**config.mk**
```make
export PLATFORM = sky130hd
export DESIGN_NAME = instruction_fetch_flat
export DESIGN_NICKNAME = d
export VERILOG_FILES = /design/src/rtl/instruction_fetch_if.sv /design/src/rtl/instruction_fetch.sv /design/src/flat_wrapper.sv
export SDC_FILE = /design/constraint.sdc
export NUM_CORES = 1
export LEC_CHECK = 0
export BUFFER_PORTS_ARGS = -buffer_cell sky130_fd_sc_hd__buf_2
export CORE_MARGIN = 2
export CORE_UTILIZATION = 45
export CTS_BUF_LIST = sky130_fd_sc_hd__clkbuf_8
export CTS_CLUSTER_DIAMETER = 100
export DETAILED_ROUTE_END_ITERATION = 10
export PLACE_DENSITY = 0.71
export SYNTH_ARGS = -nofsm -noshare
export SYNTH_HDL_FRONTEND = slang
export SYNTH_SLANG_ARGS = --single-unit
```
**constraint.sdc**
```tcl
create_clock -name clk -period 15.8 [get_ports clk]
set_input_delay 3.16 -clock clk [delete_from_list [all_inputs] [get_ports clk]]
set_output_delay 3.16 -clock clk [all_outputs]
set_load 0.02 [all_outputs]
```
**src/rtl/instruction_fetch_if.sv**
```systemverilog
// Fetch-unit bus bundle: instruction-memory request/response, redirect from
// execute, and the instruction hand-off to decode.
interface instruction_fetch_if;
   logic        imem_req;
   logic [31:0] imem_addr;
   logic        imem_valid;
   logic [31:0] imem_rdata;
   logic        redirect;
   logic [31:0] redirect_pc;
   logic        inst_valid;
   logic        inst_ready;
   logic [31:0] inst_out;
   logic [31:0] inst_pc;
   logic [4:0]  opcode;

   modport master (
      output imem_req, imem_addr, inst_valid, inst_out, inst_pc, opcode,
      input  imem_valid, imem_rdata, redirect, redirect_pc, inst_ready
   );

   modport slave (
      input  imem_req, imem_addr, inst_valid, inst_out, inst_pc, opcode,
      output imem_valid, imem_rdata, redirect, redirect_pc, inst_ready
   );
endinterface

```
**src/rtl/instruction_fetch.sv**
```systemverilog
// Instruction fetch: one outstanding memory request, 2-entry {pc, word} queue
// toward decode, redirect flush with discard of an in-flight stale response.
//
// state   | meaning
// IDLE    | no request in flight; may issue when queue has room
// WAIT    | request in flight; its response gets queued
// DISCARD | request in flight but made stale by a redirect; response dropped
module instruction_fetch #(
   parameter logic [31:0] RESET_PC = 32'h0000_0000
) (
   input logic               clk,
   input logic               rst,
   instruction_fetch_if.master bus
);
   typedef enum logic [1:0] {IDLE, WAIT, DISCARD} state_t;

   state_t      state;
   state_t      state_next;
   logic [31:0] fetch_pc;
   logic [31:0] req_addr;
   logic [31:0] fifo_pc   [2];
   logic [31:0] fifo_word [2];
   logic        rd_ptr;
   logic        wr_ptr;
   logic [1:0]  count;
   logic        issue;
   logic        push;
   logic        pop;
   logic [31:0] head_word;

   // A response that lands in the same cycle as a redirect is consumed and
   // dropped, so nothing stays outstanding and the FSM returns to IDLE.
   always_comb begin
      state_next = state;
      issue      = 1'b0;
      push       = 1'b0;
      case (state)
         IDLE: begin
            if (!bus.redirect && count < 2'd2) begin
               issue      = 1'b1;
               state_next = WAIT;
            end
         end
         WAIT: begin
            if (bus.imem_valid) begin
               push       = !bus.redirect;
               state_next = IDLE;
            end else if (bus.redirect) begin
               state_next = DISCARD;
            end
         end
         DISCARD: begin
            if (bus.imem_valid) state_next = IDLE;
         end
         default: state_next = IDLE;
      endcase
      if (rst) begin
         issue = 1'b0;
         push  = 1'b0;
      end
   end

   assign pop       = (count != 2'd0) && bus.inst_ready && !bus.redirect && !rst;
   assign head_word = fifo_word[rd_ptr];

   assign bus.imem_req   = issue;
   assign bus.imem_addr  = fetch_pc;
   assign bus.inst_valid = (count != 2'd0) && !rst;
   assign bus.inst_out   = head_word;
   assign bus.inst_pc    = fifo_pc[rd_ptr];
   assign bus.opcode     = head_word[6:2];

   always_ff @(posedge clk) begin
      if (rst) begin
         state    <= IDLE;
         fetch_pc <= RESET_PC;
         count    <= 2'd0;
         rd_ptr   <= 1'b0;
         wr_ptr   <= 1'b0;
      end else begin
         state <= state_next;
         if (bus.redirect) begin
            fetch_pc <= {bus.redirect_pc[31:2], 2'b00};
            count    <= 2'd0;
            rd_ptr   <= 1'b0;
            wr_ptr   <= 1'b0;
         end else begin
            if (issue) fetch_pc <= fetch_pc + 32'd4;
            if (push)  wr_ptr   <= ~wr_ptr;
            if (pop)   rd_ptr   <= ~rd_ptr;
            count <= count + {1'b0, push} - {1'b0, pop};
         end
      end
   end

   // Payload storage needs no reset; count gates visibility.
   always_ff @(posedge clk) begin
      if (issue) req_addr <= fetch_pc;
      if (push) begin
         fifo_pc[wr_ptr]   <= req_addr;
         fifo_word[wr_ptr] <= bus.imem_rdata;
      end
   end
endmodule

```
**src/flat_wrapper.sv**
```systemverilog
// flat-port wrapper written by rule: the top's interface ports become plain ports
module instruction_fetch_flat 
#(
   parameter logic [31:0] RESET_PC = 32'h0000_0000
)
  (clk, rst, bus_imem_req, bus_imem_addr, bus_inst_valid, bus_inst_out, bus_inst_pc, bus_opcode, bus_imem_valid, bus_imem_rdata, bus_redirect, bus_redirect_pc, bus_inst_ready);
  instruction_fetch_if bus_i ();
  input logic clk;
  input logic rst;
  output wire logic [$bits(bus_i.imem_req)-1:0] bus_imem_req;
  output wire logic [$bits(bus_i.imem_addr)-1:0] bus_imem_addr;
  output wire logic [$bits(bus_i.inst_valid)-1:0] bus_inst_valid;
  output wire logic [$bits(bus_i.inst_out)-1:0] bus_inst_out;
  output wire logic [$bits(bus_i.inst_pc)-1:0] bus_inst_pc;
  output wire logic [$bits(bus_i.opcode)-1:0] bus_opcode;
  input wire logic [$bits(bus_i.imem_valid)-1:0] bus_imem_valid;
  input wire logic [$bits(bus_i.imem_rdata)-1:0] bus_imem_rdata;
  input wire logic [$bits(bus_i.redirect)-1:0] bus_redirect;
  input wire logic [$bits(bus_i.redirect_pc)-1:0] bus_redirect_pc;
  input wire logic [$bits(bus_i.inst_ready)-1:0] bus_inst_ready;
  assign bus_imem_req = bus_i.imem_req;
  assign bus_imem_addr = bus_i.imem_addr;
  assign bus_inst_valid = bus_i.inst_valid;
  assign bus_inst_out = bus_i.inst_out;
  assign bus_inst_pc = bus_i.inst_pc;
  assign bus_opcode = bus_i.opcode;
  assign bus_i.imem_valid = bus_imem_valid;
  assign bus_i.imem_rdata = bus_imem_rdata;
  assign bus_i.redirect = bus_redirect;
  assign bus_i.redirect_pc = bus_redirect_pc;
  assign bus_i.inst_ready = bus_inst_ready;
  instruction_fetch #(.RESET_PC(RESET_PC)) u_core (.clk(clk), .rst(rst), .bus(bus_i));
endmodule
```
==> Yosys cells after proc, flatten, opt, wreduce, memory -nomap -nowiden <==
Memories as Yosys holds them, arrays and structs flattened. A register that Yosys moved wholly into a read port is not among the register bits.
Cells that the tools add are included.
{ "totals": {"out_inout_bits": 103, "wordCells": 51, "input_bits": 69, "ram_bits": 128, "register_bits": 70, "n_memories": 2} }
{ "op_classes": {"n_reduce_logical": 12, "order_cmp": 1, "mux": 19, "addsub": 3, "eq_ne": 5, "bitwise": 2} }
{ "mem_list": {"columns": ["name", "depth", "word_bits", "read_ports", "rd_ports_with_merged_regs", "wr", "line_no", "rtl"], "rows": [
  ["u_core.fifo_pc", 2, 32, 1, 1, 1, "instruction_fetch.sv:21", "logic [31:0] fifo_pc [2];"],
  ["u_core.fifo_word", 2, 32, 1, 1, 1, "instruction_fetch.sv:22", "logic [31:0] fifo_word [2];"]
]} }
{ "op_table": {"columns": ["operator", "n"], "rows": [
  ["32-bit 2-to-1 mux", 2],
  ["32-bit by 3-bit adder with 32-bit output (second input constant)", 1],
  ["1-bit 2-to-1 mux", 12],
  ["2-bit 2-to-1 mux", 4],
  ["2-bit case mux with 3 select lines", 1],
  ["1-bit logical AND", 5],
  ["2-bit nonzero test", 2],
  ["3-bit inequality test (second input constant)", 1],
  ["3-bit AND reduction", 1],
  ["2-bit by 1-bit adder with 2-bit output", 1],
  ["2-bit by 1-bit equality test with 1-bit output (second input constant)", 1],
  ["2-bit equality test (second input constant)", 1],
  ["1-bit zero test", 2],
  ["2-bit zero test", 1],
  ["2-bit < comparator (second input constant)", 1],
  ["2-bit by 1-bit inequality test with 1-bit output (second input constant)", 1],
  ["2-bit inequality test (second input constant)", 1],
  ["1-bit inverter", 2],
  ["2-bit OR reduction", 1],
  ["2-bit by 1-bit subtractor with 2-bit output", 1]
]} }

==> Depth between registers and ports, before layout <==
{ "logic_depth": {"word_depth": 7, "ltp_mapped": 9} }

==> Worst setup path after synthesis <==
Ideal clock, no wire load.
{ "synth_path": {"path_kind": "input to register", "start": "input port bus_redirect", "end": "memory u_core.fifo_pc[0][10], enable pin", "stages": 3, "n_path_buf": 1, "slack_ps": 5604, "arrival_time_ps": 9561, "cell_sequence": "or2_2 clkbuf_1 nor4_1"} }
{ "synth_via": {"elab_chain_cells": 6} }
{ "synth_lines": {"columns": ["element", "line_no", "rtl"], "rows": [
  ["start: declaration", "flat_wrapper.sv:18", "input wire logic [$bits(bus_i.redirect)-1:0] bus_redirect;"],
  ["1-bit zero test", "instruction_fetch.sv:46", "push = !bus.redirect;"],
  ["1-bit 2-to-1 mux", "instruction_fetch.sv:45", "if (bus.imem_valid) begin"],
  ["1-bit 2-to-1 mux", "instruction_fetch.sv:37", "case (state)"],
  ["1-bit 2-to-1 mux", "instruction_fetch.sv:57", "if (rst) begin"],
  ["1-bit 2-to-1 mux", "instruction_fetch.sv:99", "if (push) begin"],
  ["1-bit 2-to-1 mux (implied by the code)", "instruction_fetch.sv:100", "fifo_pc[wr_ptr] <= req_addr;"],
  ["end: declaration", "instruction_fetch.sv:21", null]
]} }
Every way passes these cells.

==> Worst setup path after layout <==
{ "layout_path": {"start": "input port rst", "end": "output port bus_imem_req"} }
{ "layout_via": {"elab_chain_cells": 1} }
{ "layout_lines": {"columns": ["element", "line_no", "rtl"], "rows": [
  ["start: declaration", "flat_wrapper.sv:9", "input logic rst;"],
  ["1-bit 2-to-1 mux", "instruction_fetch.sv:57", null],
  ["end: declaration", "flat_wrapper.sv:10", "output wire logic [$bits(bus_i.imem_req)-1:0] bus_imem_req;"]
]} }
Every way passes these cells.

==> results.cfg <==
[setup_path]
cp_slowest_stage_delay_ps = 770
cell_depth_of_the_worst_setup_path = 4
path_common_cell = sky130_fd_sc_hd__buf_2
path_max_fanout = 33
crit_buf_inv = 2
worst-r2r-cell-count = 4
crit_path_start_kind = primary input
timing.critical_path.max_delay_family = simple AND/OR/NAND/NOR gates
r2r_setup_slack_ps = 13300
critPathLaunch = rst
timing.critical_path.slowest_stage_cell = sky130_fd_sc_hd__nor2_4
worstReg2RegEnd = u_core.bus.imem_addr[21]
critical_path_class = in -> out
required_ps = 12640
worst_r2r_startpoint = u_core.state[1]
critPathCapture = bus_imem_req
critPathArrivalTime_ps = 5020
endpoint_kind = output port
path_cells = buf_2 -> or2_2 -> nor2_4 -> buf_2

[placed_design]
dp_hpwl_um = 10000
dp.cells = 858
number_of_input_and_output_port_buffers_inserted = 165
gp_congestion = 0.895

[cells_and_area]
antenna_cells_inserted = 0
area_growth_pct = 18.5
final_nets = 729
final_layout_size_suffix_gt1_share_pct = 40.1
final-instance-count-excl-fill = 890

[timing]
slew_at_the_pin_closest_to_its_max_slew_limit_ps = 947
report.final.hold_viol_count = 0
post-route-min-period_ps = 8180
post-route-period-util_pct = 51.7
rsz_0062_raised_after_global_routing = false
finalSetupViolations = 0
relSlewSlack_pct = 36.7
maxSlewViolCount = 0
max_freq_ghz = 0.122
tns_ps = 0
clock_skew_ps = 14.6

[global_routing]
grt_pass1_wl_um = 24700
groute.usage.overall_pct = 18.0
grt_start_max_net_pins = 63
antenna_found_initial = 0
globalRoute.totalOverflow = 0
grt_pass1_vias = 4808

[drt]
finalWirelength_um = 15600
via_count = 4778
drt_drc_violations_left = 0
ratio_of_routed_vias_to_standard_cells = 5.37
route.antenna.remaining_nets = 0
detail_route.wl_per_cell_um = 17.5
drtIter0Drc = 366
drt_pre_antenna_iters = 5

[clocking]
cts_hold_repair.buffers = 0
cts_htree_levels = 4
tritoncts_num_sinks = 191
clock_root_buffer = sky130_fd_sc_hd__clkbuf_8
cts_post_setup_buffers_inserted = 0
clk_latency_ps = 450
cts_tree = yes
clk_pin_slew_ps = 90
cts_buffer_depth = 2
post_cts_resize_count = 0
cts_inserted_buffers = 17

[synthesis]
synthesis.area_sq_um = 7550
synth-edff-count = 154
synth_cell_type_count = 45
synthesis.area_per_instance_sq_um = 15.1
synth_top_flop_cell = sky130_fd_sc_hd__edfxtp_1
async_flop_share_pct = 0
ys_warns = 0
sequential_cell_area_fraction_in_the_yosys_report_pct = 71.1
syn-instance-count = 499
count_of_state_elements_after_synthesis = 191

[pwr]
power-per-cell-area_nw_per_um2 = 104
max-vdd-ir-drop_mv = 0.0462
leakagePower_nw = 3.20

[hold_path]
hold_class = reg -> reg
holdPathStages = 0

[die]
core_rows = 47
initial_core_util_pct = 45.9
core_area_sq_um = 16500
die_h_um = 134
ios = 172
die_area_sq_um = 17800
die_x_um = 134

[run_status]
outcome = finished, final reports clean

[run]
timing.max_cap.violations = 0
## placed cells by master, fill, tap and decap left out, types with 4 or more instances in the layout
master,Yosys,layout
sky130_fd_sc_hd__a31oi_1,5,5
sky130_fd_sc_hd__buf_4,9,4
sky130_fd_sc_hd__xor2_1,6,6
sky130_fd_sc_hd__nor4_1,6,5
sky130_fd_sc_hd__edfxtp_1,154,154
sky130_fd_sc_hd__o31ai_1,12,12
sky130_fd_sc_hd__clkinv_4,0,5
sky130_fd_sc_hd__nor2_1,29,28
sky130_fd_sc_hd__conb_1,1,4
sky130_fd_sc_hd__a211oi_1,5,5
sky130_fd_sc_hd__inv_1,8,9
sky130_fd_sc_hd__mux2_2,62,62
sky130_fd_sc_hd__nand2_1,24,24
sky130_fd_sc_hd__nand4_1,13,13
sky130_fd_sc_hd__nand3_1,17,17
sky130_fd_sc_hd__and3_1,6,6
sky130_fd_sc_hd__or4_1,9,9
sky130_fd_sc_hd__a32oi_1,4,4
sky130_fd_sc_hd__or3_1,9,9
sky130_fd_sc_hd__clkbuf_8,0,19
sky130_fd_sc_hd__buf_2,1,165
sky130_fd_sc_hd__and4_1,5,5
sky130_fd_sc_hd__dfxtp_1,37,36
sky130_fd_sc_hd__a311oi_1,12,12
sky130_fd_sc_hd__o211ai_1,5,5
sky130_fd_sc_hd__xnor2_1,5,5
sky130_fd_sc_hd__nor3_1,6,6
## metrics by stage
| stage | util (%) | cell area [sq um] | hold WS [ps] | worst slack (ps) | power [mW] |
|---|---|---|---|---|---|
| 2_1_floorplan | - | 7560 | 421 | 5600 | 0.605 |
| 5_1_grt | 54.3 | 8940 | 469 | 7450 | 0.970 |
| 3_3_place_gp | 51.9 | 8540 | 425 | 7600 | 0.627 |
| 4_1_cts | 54.3 | 8940 | 454 | 7590 | 0.943 |
| 3_5_place_dp | 51.9 | 8540 | 431 | 7600 | 0.630 |
| 6_report | 54.3 | 8940 | 456 | 7620 | 0.933 |
## state kept, by name, summed over array words and instances (netlist names), named ones only
| name | cells |
|---|---|
| u_core.bus.imem_addr | 30 |
| u_core.state | 2 |
| u_core.count | 2 |
| u_core.fifo_word | 64 |
| u_core.req_addr | 30 |
| u_core.wr_ptr | 1 |
| u_core.fifo_pc | 60 |
| u_core.rd_ptr | 1 |
## how the worst min path moves through the flow
| stage | startpoint | end | slack, ps |
|---|---|---|---|
| 2_1_floorplan | u_core.req_addr[10] | u_core.fifo_pc[0][10] | 420 |
| 3_3_place_gp | u_core.req_addr[31] | u_core.fifo_pc[0][31] | 420 |
| 3_5_place_dp | u_core.req_addr[4] | u_core.fifo_pc[0][4] | 430 |
| 4_1_cts | u_core.req_addr[4] | u_core.fifo_pc[0][4] | 450 |
| 5_1_grt | u_core.req_addr[30] | u_core.fifo_pc[1][30] | 470 |
| 6_report | u_core.req_addr[4] | u_core.fifo_pc[0][4] | 460 |
## cell families (layout without fill, tap and decap cells)
group | count (synthesis) | count (layout) | share of synthesized area [%]
AO/OA/AOI/OAI | 53 | 53 | 5.45
AND/OR/NAND/NOR | 135 | 135 | 9.63
flip-flops | 191 | 191 | 71.1
XOR/XNOR | 11 | 11 | 1.28
other | 1 | 4 | 0.0497
adder cells (fa/ha/maj) | 3 | 3 | 0.497
multiplexers | 63 | 63 | 9.38
buffers and inverters | 42 | 210 | 2.65
## cell type report
class	instances	area (sq um)
Clock inverter	13	140
Timing Repair Buffer	169	856
Clock buffer	19	262
Inverter	9	33.8
Fill cell	1397	7520
Tap cell	220	275
Sequential cell	191	5370
Multi-Input combinational cell	269	2010
## power by group
part	internal [mW]	total, mW	switching, mW
registers	0.554	0.567	0.0124
clock network	0.149	0.315	0.166
logic	0.0192	0.0514	0.0321
## worst reg2reg max path, cell delays in order, from the launching register on
cell and delay, ps:
sky130_fd_sc_hd__dfxtp_1 400, sky130_fd_sc_hd__nor3_2 490, sky130_fd_sc_hd__nand3_1 590, sky130_fd_sc_hd__or4_1 680, sky130_fd_sc_hd__a311oi_1 260
## cells in the mapped netlist, types with 8 or more instances
cell type	n	area (sq um)
sky130_fd_sc_hd__or3_1	9	56.3
sky130_fd_sc_hd__mux2_2	62	698
sky130_fd_sc_hd__or4_1	9	67.6
sky130_fd_sc_hd__nand4_1	13	81.3
sky130_fd_sc_hd__edfxtp_1	154	4620
sky130_fd_sc_hd__inv_1	8	30.0
sky130_fd_sc_hd__buf_4	9	67.6
sky130_fd_sc_hd__nor2_1	29	109
sky130_fd_sc_hd__dfxtp_1	37	741
sky130_fd_sc_hd__clkbuf_1	20	75.1
sky130_fd_sc_hd__nand3_1	17	85.1
sky130_fd_sc_hd__a311oi_1	12	105
sky130_fd_sc_hd__o31ai_1	12	90.1
sky130_fd_sc_hd__nand2_1	24	90.1
## metal layers
layer	GRT usage (%)	wire (um)	vias up
li1	-	-	2250
met1	22.6	6700	2275
met2	28.9	7420	217
met3	4.64	1070	36
met4	8.92	399	0
met5	0	0	-
(Power assumes the default switching activity.)
